## src/rtl/evt_window_counter_if.sv

```systemverilog
// Host-side control/status bundle for evt_window_counter.
// master: host endpoint (trigger-in / wire-in drive, wire-out / trigger-out read).
// slave : the counter block itself.
interface evt_window_counter_if #(
   parameter int CW = 16,
   parameter int WW = 24
);
   logic          arm;
   logic          clear;
   logic [WW-1:0] window_len;
   logic [CW-1:0] count_out;
   logic          busy;
   logic          done_pulse;
   logic          ovf_pulse;
   logic          ovf_flag;

   modport master (
      output arm, clear, window_len,
      input  count_out, busy, done_pulse, ovf_pulse, ovf_flag
   );

   modport slave (
      input  arm, clear, window_len,
      output count_out, busy, done_pulse, ovf_pulse, ovf_flag
   );
endinterface

```

## src/rtl/evt_window_counter.sv

```systemverilog
// Gated event counter: counts edges of an asynchronous input over a
// host-programmed window of sys_clk cycles and reports the result.
// Optional feature macro: EVT_WINDOW_BOTH_EDGES_EN (count rising and falling
// transitions); default build counts rising edges only.
module evt_window_counter #(
   parameter int CW          = 16,
   parameter int WW          = 24,
   parameter int SYNC_STAGES = 2
) (
   input  logic                  sys_clk,
   input  logic                  reset,
   input  logic                  evt_in,
   evt_window_counter_if.slave   bus
);

   localparam logic [0:0] IDLE = 1'b0;
   localparam logic [0:0] RUN  = 1'b1;

   localparam logic [CW-1:0] ACC_MAX = {CW{1'b1}};
   localparam logic [WW-1:0] WIN_ONE = WW'(1);

   logic [SYNC_STAGES-1:0] sync_q, sync_d;
   logic                   prev_q, prev_d;
   logic [0:0]             state_q, state_d;
   logic [WW-1:0]          win_cnt_q, win_cnt_d;
   logic [CW-1:0]          acc_q, acc_d;
   logic [CW-1:0]          count_out_q, count_out_d;
   logic                   busy_q, busy_d;
   logic                   done_pulse_q, done_pulse_d;
   logic                   ovf_pulse_q, ovf_pulse_d;
   logic                   ovf_flag_q, ovf_flag_d;

   logic                   evt_s;
   logic                   evt_edge;
   logic [CW-1:0]          acc_upd;
   logic                   ovf_upd;
   logic                   ovf_first;

   // Synchroniser shift and edge-detect history
   always_comb begin
      sync_d = {sync_q[SYNC_STAGES-2:0], evt_in};
      evt_s  = sync_q[SYNC_STAGES-1];
      prev_d = evt_s;
`ifdef EVT_WINDOW_BOTH_EDGES_EN
      evt_edge = evt_s ^ prev_q;
`else
      evt_edge = evt_s & ~prev_q;
`endif
   end

   // Saturating accumulator step for the current cycle's edge
   always_comb begin
      acc_upd   = acc_q;
      ovf_upd   = 1'b0;
      ovf_first = 1'b0;
      if (evt_edge) begin
         if (acc_q == ACC_MAX) begin
            ovf_upd   = 1'b1;
            ovf_first = ~ovf_flag_q;
         end else begin
            acc_upd = acc_q + CW'(1);
         end
      end
   end

   // Window FSM: clear beats arm, arm beats counting/completion
   always_comb begin
      state_d      = state_q;
      win_cnt_d    = win_cnt_q;
      acc_d        = acc_q;
      count_out_d  = count_out_q;
      ovf_flag_d   = ovf_flag_q;
      done_pulse_d = 1'b0;
      ovf_pulse_d  = 1'b0;

      if (bus.clear) begin
         state_d     = IDLE;
         win_cnt_d   = '0;
         acc_d       = '0;
         count_out_d = '0;
         ovf_flag_d  = 1'b0;
      end else begin
         case (state_q)
            IDLE: begin
               // A zero-length arm is ignored entirely while idle
               if (bus.arm && (bus.window_len != '0)) begin
                  state_d    = RUN;
                  win_cnt_d  = bus.window_len;
                  acc_d      = '0;
                  ovf_flag_d = 1'b0;
               end
            end
            RUN: begin
               if (bus.arm) begin
                  // Restart: discard the running window without reporting it
                  acc_d      = '0;
                  ovf_flag_d = 1'b0;
                  if (bus.window_len != '0) begin
                     win_cnt_d = bus.window_len;
                  end else begin
                     win_cnt_d = '0;
                     state_d   = IDLE;
                  end
               end else begin
                  win_cnt_d   = win_cnt_q - WIN_ONE;
                  acc_d       = acc_upd;
                  ovf_pulse_d = ovf_first;
                  if (ovf_upd) begin
                     ovf_flag_d = 1'b1;
                  end
                  // Last window cycle: the edge of this cycle is included
                  if (win_cnt_q == WIN_ONE) begin
                     count_out_d  = acc_upd;
                     done_pulse_d = 1'b1;
                     state_d      = IDLE;
                  end
               end
            end
            default: begin
               state_d = IDLE;
            end
         endcase
      end

      busy_d = (state_d == RUN);
   end

   // State registers with synchronous reset
   always_ff @(posedge sys_clk) begin
      if (reset) begin
         sync_q       <= '0;
         prev_q       <= 1'b0;
         state_q      <= IDLE;
         win_cnt_q    <= '0;
         acc_q        <= '0;
         count_out_q  <= '0;
         busy_q       <= 1'b0;
         done_pulse_q <= 1'b0;
         ovf_pulse_q  <= 1'b0;
         ovf_flag_q   <= 1'b0;
      end else begin
         sync_q       <= sync_d;
         prev_q       <= prev_d;
         state_q      <= state_d;
         win_cnt_q    <= win_cnt_d;
         acc_q        <= acc_d;
         count_out_q  <= count_out_d;
         busy_q       <= busy_d;
         done_pulse_q <= done_pulse_d;
         ovf_pulse_q  <= ovf_pulse_d;
         ovf_flag_q   <= ovf_flag_d;
      end
   end

   assign bus.count_out  = count_out_q;
   assign bus.busy       = busy_q;
   assign bus.done_pulse = done_pulse_q;
   assign bus.ovf_pulse  = ovf_pulse_q;
   assign bus.ovf_flag   = ovf_flag_q;

endmodule

```

## src/flat_wrapper.sv

```systemverilog
// flat-port wrapper written by rule: the top's interface ports become plain ports
module evt_window_counter_flat 
#(
   parameter int CW          = 16,
   parameter int WW          = 24,
   parameter int SYNC_STAGES = 2
)
  (sys_clk, reset, evt_in, bus_arm, bus_clear, bus_window_len, bus_count_out, bus_busy, bus_done_pulse, bus_ovf_pulse, bus_ovf_flag);
  evt_window_counter_if #(.CW(CW), .WW(WW)) bus_i ();
  input  logic sys_clk;
  input  logic reset;
  input  logic evt_in;
  input wire logic [$bits(bus_i.arm)-1:0] bus_arm;
  input wire logic [$bits(bus_i.clear)-1:0] bus_clear;
  input wire logic [$bits(bus_i.window_len)-1:0] bus_window_len;
  output wire logic [$bits(bus_i.count_out)-1:0] bus_count_out;
  output wire logic [$bits(bus_i.busy)-1:0] bus_busy;
  output wire logic [$bits(bus_i.done_pulse)-1:0] bus_done_pulse;
  output wire logic [$bits(bus_i.ovf_pulse)-1:0] bus_ovf_pulse;
  output wire logic [$bits(bus_i.ovf_flag)-1:0] bus_ovf_flag;
  assign bus_i.arm = bus_arm;
  assign bus_i.clear = bus_clear;
  assign bus_i.window_len = bus_window_len;
  assign bus_count_out = bus_i.count_out;
  assign bus_busy = bus_i.busy;
  assign bus_done_pulse = bus_i.done_pulse;
  assign bus_ovf_pulse = bus_i.ovf_pulse;
  assign bus_ovf_flag = bus_i.ovf_flag;
  evt_window_counter #(.CW(CW), .WW(WW), .SYNC_STAGES(SYNC_STAGES)) u_core (.sys_clk(sys_clk), .reset(reset), .evt_in(evt_in), .bus(bus_i));
endmodule
```

## config.mk

```make
export PLATFORM = sky130hd
export DESIGN_NAME = evt_window_counter_flat
export DESIGN_NICKNAME = d
export VERILOG_FILES = /design/src/rtl/evt_window_counter_if.sv /design/src/rtl/evt_window_counter.sv /design/src/flat_wrapper.sv
export SDC_FILE = /design/constraint.sdc
export NUM_CORES = 1
export LEC_CHECK = 0
export BUFFER_PORTS_ARGS = -buffer_cell sky130_fd_sc_hd__buf_2
export CAP_MARGIN = 5
export CORE_UTILIZATION = 45
export CTS_CLUSTER_SIZE = 30
export DETAILED_ROUTE_END_ITERATION = 7
export PLACE_DENSITY = 0.65
export RECOVER_POWER = 25
export SYNTH_ARGS = -nofsm -noshare
export SYNTH_HDL_FRONTEND = slang
export SYNTH_SLANG_ARGS = --single-unit
export TNS_END_PERCENT = 10
```

## constraint.sdc

```tcl
create_clock -name sys_clk -period 2.5 [get_ports sys_clk]
set_input_delay 0.125 -clock sys_clk [delete_from_list [all_inputs] [get_ports sys_clk]]
set_output_delay 0.125 -clock sys_clk [all_outputs]
set_load 0.05 [all_outputs]
```

Yosys cells after proc, flatten, opt, wreduce, memory -nomap -nowiden
Index checks and enable logic that the tools add are counted.
{"block": "word_totals", "reg_bits": 63, "output_inout_bits": 20}
{"block": "op_classes", "add_sub_neg": 2, "eq_ne": 4, "muxes": 21, "bitwise_logic": 7, "n_reduce_logical": 7}
{"op": "$mux 24", "n": 3}
{"op": "$mux 16", "n": 4}
{"op": "$pmux 24 s2", "n": 1}
{"op": "$pmux 16 s2", "n": 1}
{"op": "$eq 24x1->1 const B", "n": 1}
{"op": "$reduce_bool 24->1", "n": 1}
{"op": "$sub 24x1->24 const B", "n": 1}
{"op": "$add 16x1->16 const B", "n": 1}
{"op": "$eq 16x16->1 const B", "n": 1}
{"op": "$mux 1", "n": 10}
{"op": "$not 1->1", "n": 6}
{"op": "$reduce_or 6->1", "n": 1}
{"op": "$pmux 1 s2", "n": 2}
{"op": "$reduce_or 4->1", "n": 1}
{"op": "$ne 3x3->1 const B", "n": 1}
{"op": "$reduce_and 3->1", "n": 1}
{"op": "$ne 2x1->1 const B", "n": 1}
{"op": "$reduce_and 2->1", "n": 1}
{"op": "$reduce_or 2->1", "n": 1}
{"op": "$and 1x1->1", "n": 1}
{"op": "$logic_and 1x1->1", "n": 1}

Depth between registers and ports, before layout
{"block": "logic_depth", "ltp_word": 6, "mapped_depth": 7}

Worst setup path after synthesis
No wires, ideal clock.
{"block": "synth_path", "kind": "register to register", "startpoint": "reg u_core.state_q", "endpoint": "reg u_core.win_cnt_q[5]", "arrival_time_ns": 2.152, "required_time_ns": 2.368, "slack_ns": 0.216, "stages_incl_launch_ff": 7, "path_buffers": 1, "path_cell_list": "dfxtp_1 buf_2 or3b_2 or3_2 o21a_1 o21ai_0 a21oi_1"}
{"block": "synth_via", "elab_chain_cells": 2, "word_cells_on_any_way": 3}
{"item": "start, declared", "line": "evt_window_counter.sv:24", "source": "logic [0:0] state_q, state_d;"}
{"item": "start signal, assigned", "line": "evt_window_counter.sv:144", "source": "state_q <= state_d;"}
{"item": "$not 1->1", "line": "evt_window_counter.sv:83", "source": "case (state_q)"}
{"item": "$pmux 24 s2 / $ne 2x1->1 (equally long branches)"}
{"item": "end signal, assigned", "line": "evt_window_counter.sv:145", "source": "win_cnt_q <= win_cnt_d;"}
{"item": "end, declared", "line": "evt_window_counter.sv:25", "source": "logic [WW-1:0] win_cnt_q, win_cnt_d;"}
Parallel ways exist; a longest one is shown, timed or not.
A chain may end at the register's enable or synchronous reset.

Worst setup path after layout
{"block": "layout_path", "startpoint": "reg u_core.win_cnt_q[2]", "endpoint": "reg u_core.win_cnt_q[9]"}
{"block": "layout_via", "elab_chain_cells": 3}
{"item": "$sub 24x1->24", "line": "evt_window_counter.sv:105", "source": "win_cnt_d = win_cnt_q - WIN_ONE;"}
{"item": "$mux 24", "line": "evt_window_counter.sv:94", "source": "if (bus.arm) begin"}
{"item": "$pmux 24 s2", "line": "evt_window_counter.sv:83"}
No other way between the ends.

==> out/results.txt <==
wire length per cell = 17.0 um
crit path DAT = 2.46 ns
Cell Rows = 31
Mapped Avg Cell Area = 8.26 sq um
design area = 0.00404 sq mm
Die X = 89.2 um
P_leak = 1.52 nW
R2R Path Start = u_core.win_cnt_q[2]
Post-DP Area = 0.00384 sq mm
Netlist cell types = 65
CP Class = reg -> reg
syn nets = 446
Mapped Cells = 414
ANT nets after route = 0
dpl hpwl = 7220 um
ys async rst share = 0
WL final = 9800 um
fin crit period = 2.24 ns
Total Nets Final = 503
cell taking the most area after synthesis = dfxtp_1
share of the synthesized area in the top cell type = 0.369
fraction of layout cells with a size suffix above 1 = 0.162
dominant cells by area after synthesis = dfxtp_1 37%, o21ai_0 5.9%, a21oi_1 3.8%, nor2_1 3.4%, nand2_1 3.2%
Area growth syn-to-layout = 18.1%
gr ovfl total = 0
post-synthesis register bit count = 63
WP data required = 2.72 ns
worst-skew pair later-pin latency = 0.33 ns
register area = 0.00126 sq mm
Reg clk slew, reported paths = 0.07 ns
critical path's largest stage delay = 0.52 ns
most frequent cell after synthesis = dfxtp_1
period utilisation layout = 0.897
Final Max Tran Viols = 0
total CTS buffers = 9
Commonest cells post-synth = 63 x dfxtp_1, 40 x o21ai_0, 31 x nor2_1
Place WS = 0.309 ns
Core Region = 0.00729 sq mm
routed vias = 3486
crit path launch = u_core.win_cnt_q[2]
multi-input logic area = 0.00205 sq mm
die height = 89.2 um
Tot Pwr = 2.33 mW
Final Wtd Congestion = 0.921
post-route setup TNS = 0 ns
Via density = 6.06
global-route wire length before repair = 15600 um
ANT cells = 0
clock sink total = 63
delay-heaviest family, CP = simple AND/OR/NAND/NOR gates
vias in the first global route = 3183
Yosys warning count = 0
Max FO, Critical Path = 8
Post-CTS Setup Bufs = 0
Initial DRT Pass Iterations = 5
# IOs = 49
Longest Clk Path Bufs = 2
final std cells w/o fill = 575
Post-Syn Area = 0.00342 sq mm
port buffer count = 48
Final Util = 0.554
largest net degree at the start of global routing = 26
PwrDens = 576 mW/mm^2
Global Route Usage Sum = 0.261
EDFF count, synth = 0
slowest stage cell, crit path = nor4_4
Post-CTS Hold Fix Bufs = 0
CP Buf/Inv Count = 0
Initial DRC Count = 256
final setup violation count = 0
Final Hold Vio Count = 0
status = finished, final reports clean
initial antenna violation count = 0
DRC = 0
Slew HR = 0.516
max frequency = 0.446 GHz
Cell Count Post-Placement = 559
Layout Skew = 0.00581 ns
initial core utilization = 0.469
post-CTS sizing = 0
Seq/Total Area, Yosys = 0.369
Worst Hold Class = in -> reg
hold_sp = evt_in
predominant post-synthesis flop cell = dfxtp_1
peak supply drop = 328 uV
RSZ-0062 raised after global routing = false
H-tree level count = 3
Crit. End Element = flip-flop
Die ar. = 0.00795 sq mm
max-cap violations = 0
number of fill cells = 739
cells along the critical path = nor4_4 -> nand2_1 -> or3_1 -> a21o_1 -> a221o_1
CTS tree = yes
crit start category = flip-flop
Final Worst Setup Slack = 0.257 ns
Min Hold Slack = 0.0127 ns
Worst-Margin Slew = 0.717 ns
Root Driver = clkbuf_8
==> state kept, by name, summed over array words and instances, names as in the netlist <==
register,flops
u_core.prev_q,1
u_core.bus.ovf_pulse,1
u_core.bus.done_pulse,1
u_core.bus.ovf_flag,1
u_core.bus.count_out,16
u_core.win_cnt_q,24
u_core.acc_q,16
u_core.sync_q,2
u_core.state_q,1
==> logic make-up after synthesis <==
logic type      Yosys count  share of synthesized area
simple gates            171                      0.289
compound gates          135                      0.259
flops                    63                      0.369
buf+inv                  27                     0.0329
xor+xnor                 12                     0.0307
mux                       3                    0.00878
fa+ha+maj                 3                     0.0110
==> layer usage <==
| metal | track usage | up-vias | wire (um) |
|---|---|---|---|
| met1 | 0.367 | 1609 | 4740 |
| met4 | 0.0909 | 0 | 181 |
| met5 | 0 | - | 0 |
| met3 | 0.0572 | 23 | 702 |
| met2 | 0.396 | 145 | 4180 |
| li1 | - | 1709 | - |
==> final timing paths <==
path	slack (ns)	to	depth (start not counted)
setup / recovery	0.26	u_core.win_cnt_q[9]	5
hold / removal	0.01	u_core.sync_q[0]	2
setup reg to reg	0.26	u_core.win_cnt_q[9]	5
hold reg to reg	0.44	u_core.sync_q[1]	1
==> layout make-up <==
| type | count | share of cell area |
|---|---|---|
| Multi-Input combinational cell | 324 | 0.507 |
| Sequential cell | 63 | 0.312 |
| Timing Repair Buffer | 67 | 0.0892 |
| Clock buffer | 13 | 0.0393 |
| Tap cell | 99 | 0.0307 |
| Clock inverter | 3 | 0.0161 |
| Inverter | 6 | 0.00558 |
==> cell usage in the layout, fill, tap and decap left out, drive strengths merged, types with 6 or more instances in the layout <==
cell    instances
nor3           21
xor2            8
o31ai           6
a21oi          26
nor4           16
dfxtp          63
nand2          29
or4             6
a31oi           9
and3            6
nor2           31
a221o           6
nor2b           7
clkbuf         31
a211oi          6
nand3          17
buf            49
or3             8
o21ai          40
nand4           9
==> where the power goes <==
| group | total, mW | internal (mW) | switching [mW] |
|---|---|---|---|
| clock | 1.01 | 0.616 | 0.398 |
| combinational | 0.263 | 0.103 | 0.160 |
| sequential | 1.05 | 1.02 | 0.0275 |
| total | 2.33 | 1.74 | 0.585 |
No activity file was read; power rests on OpenSTA's default activity.
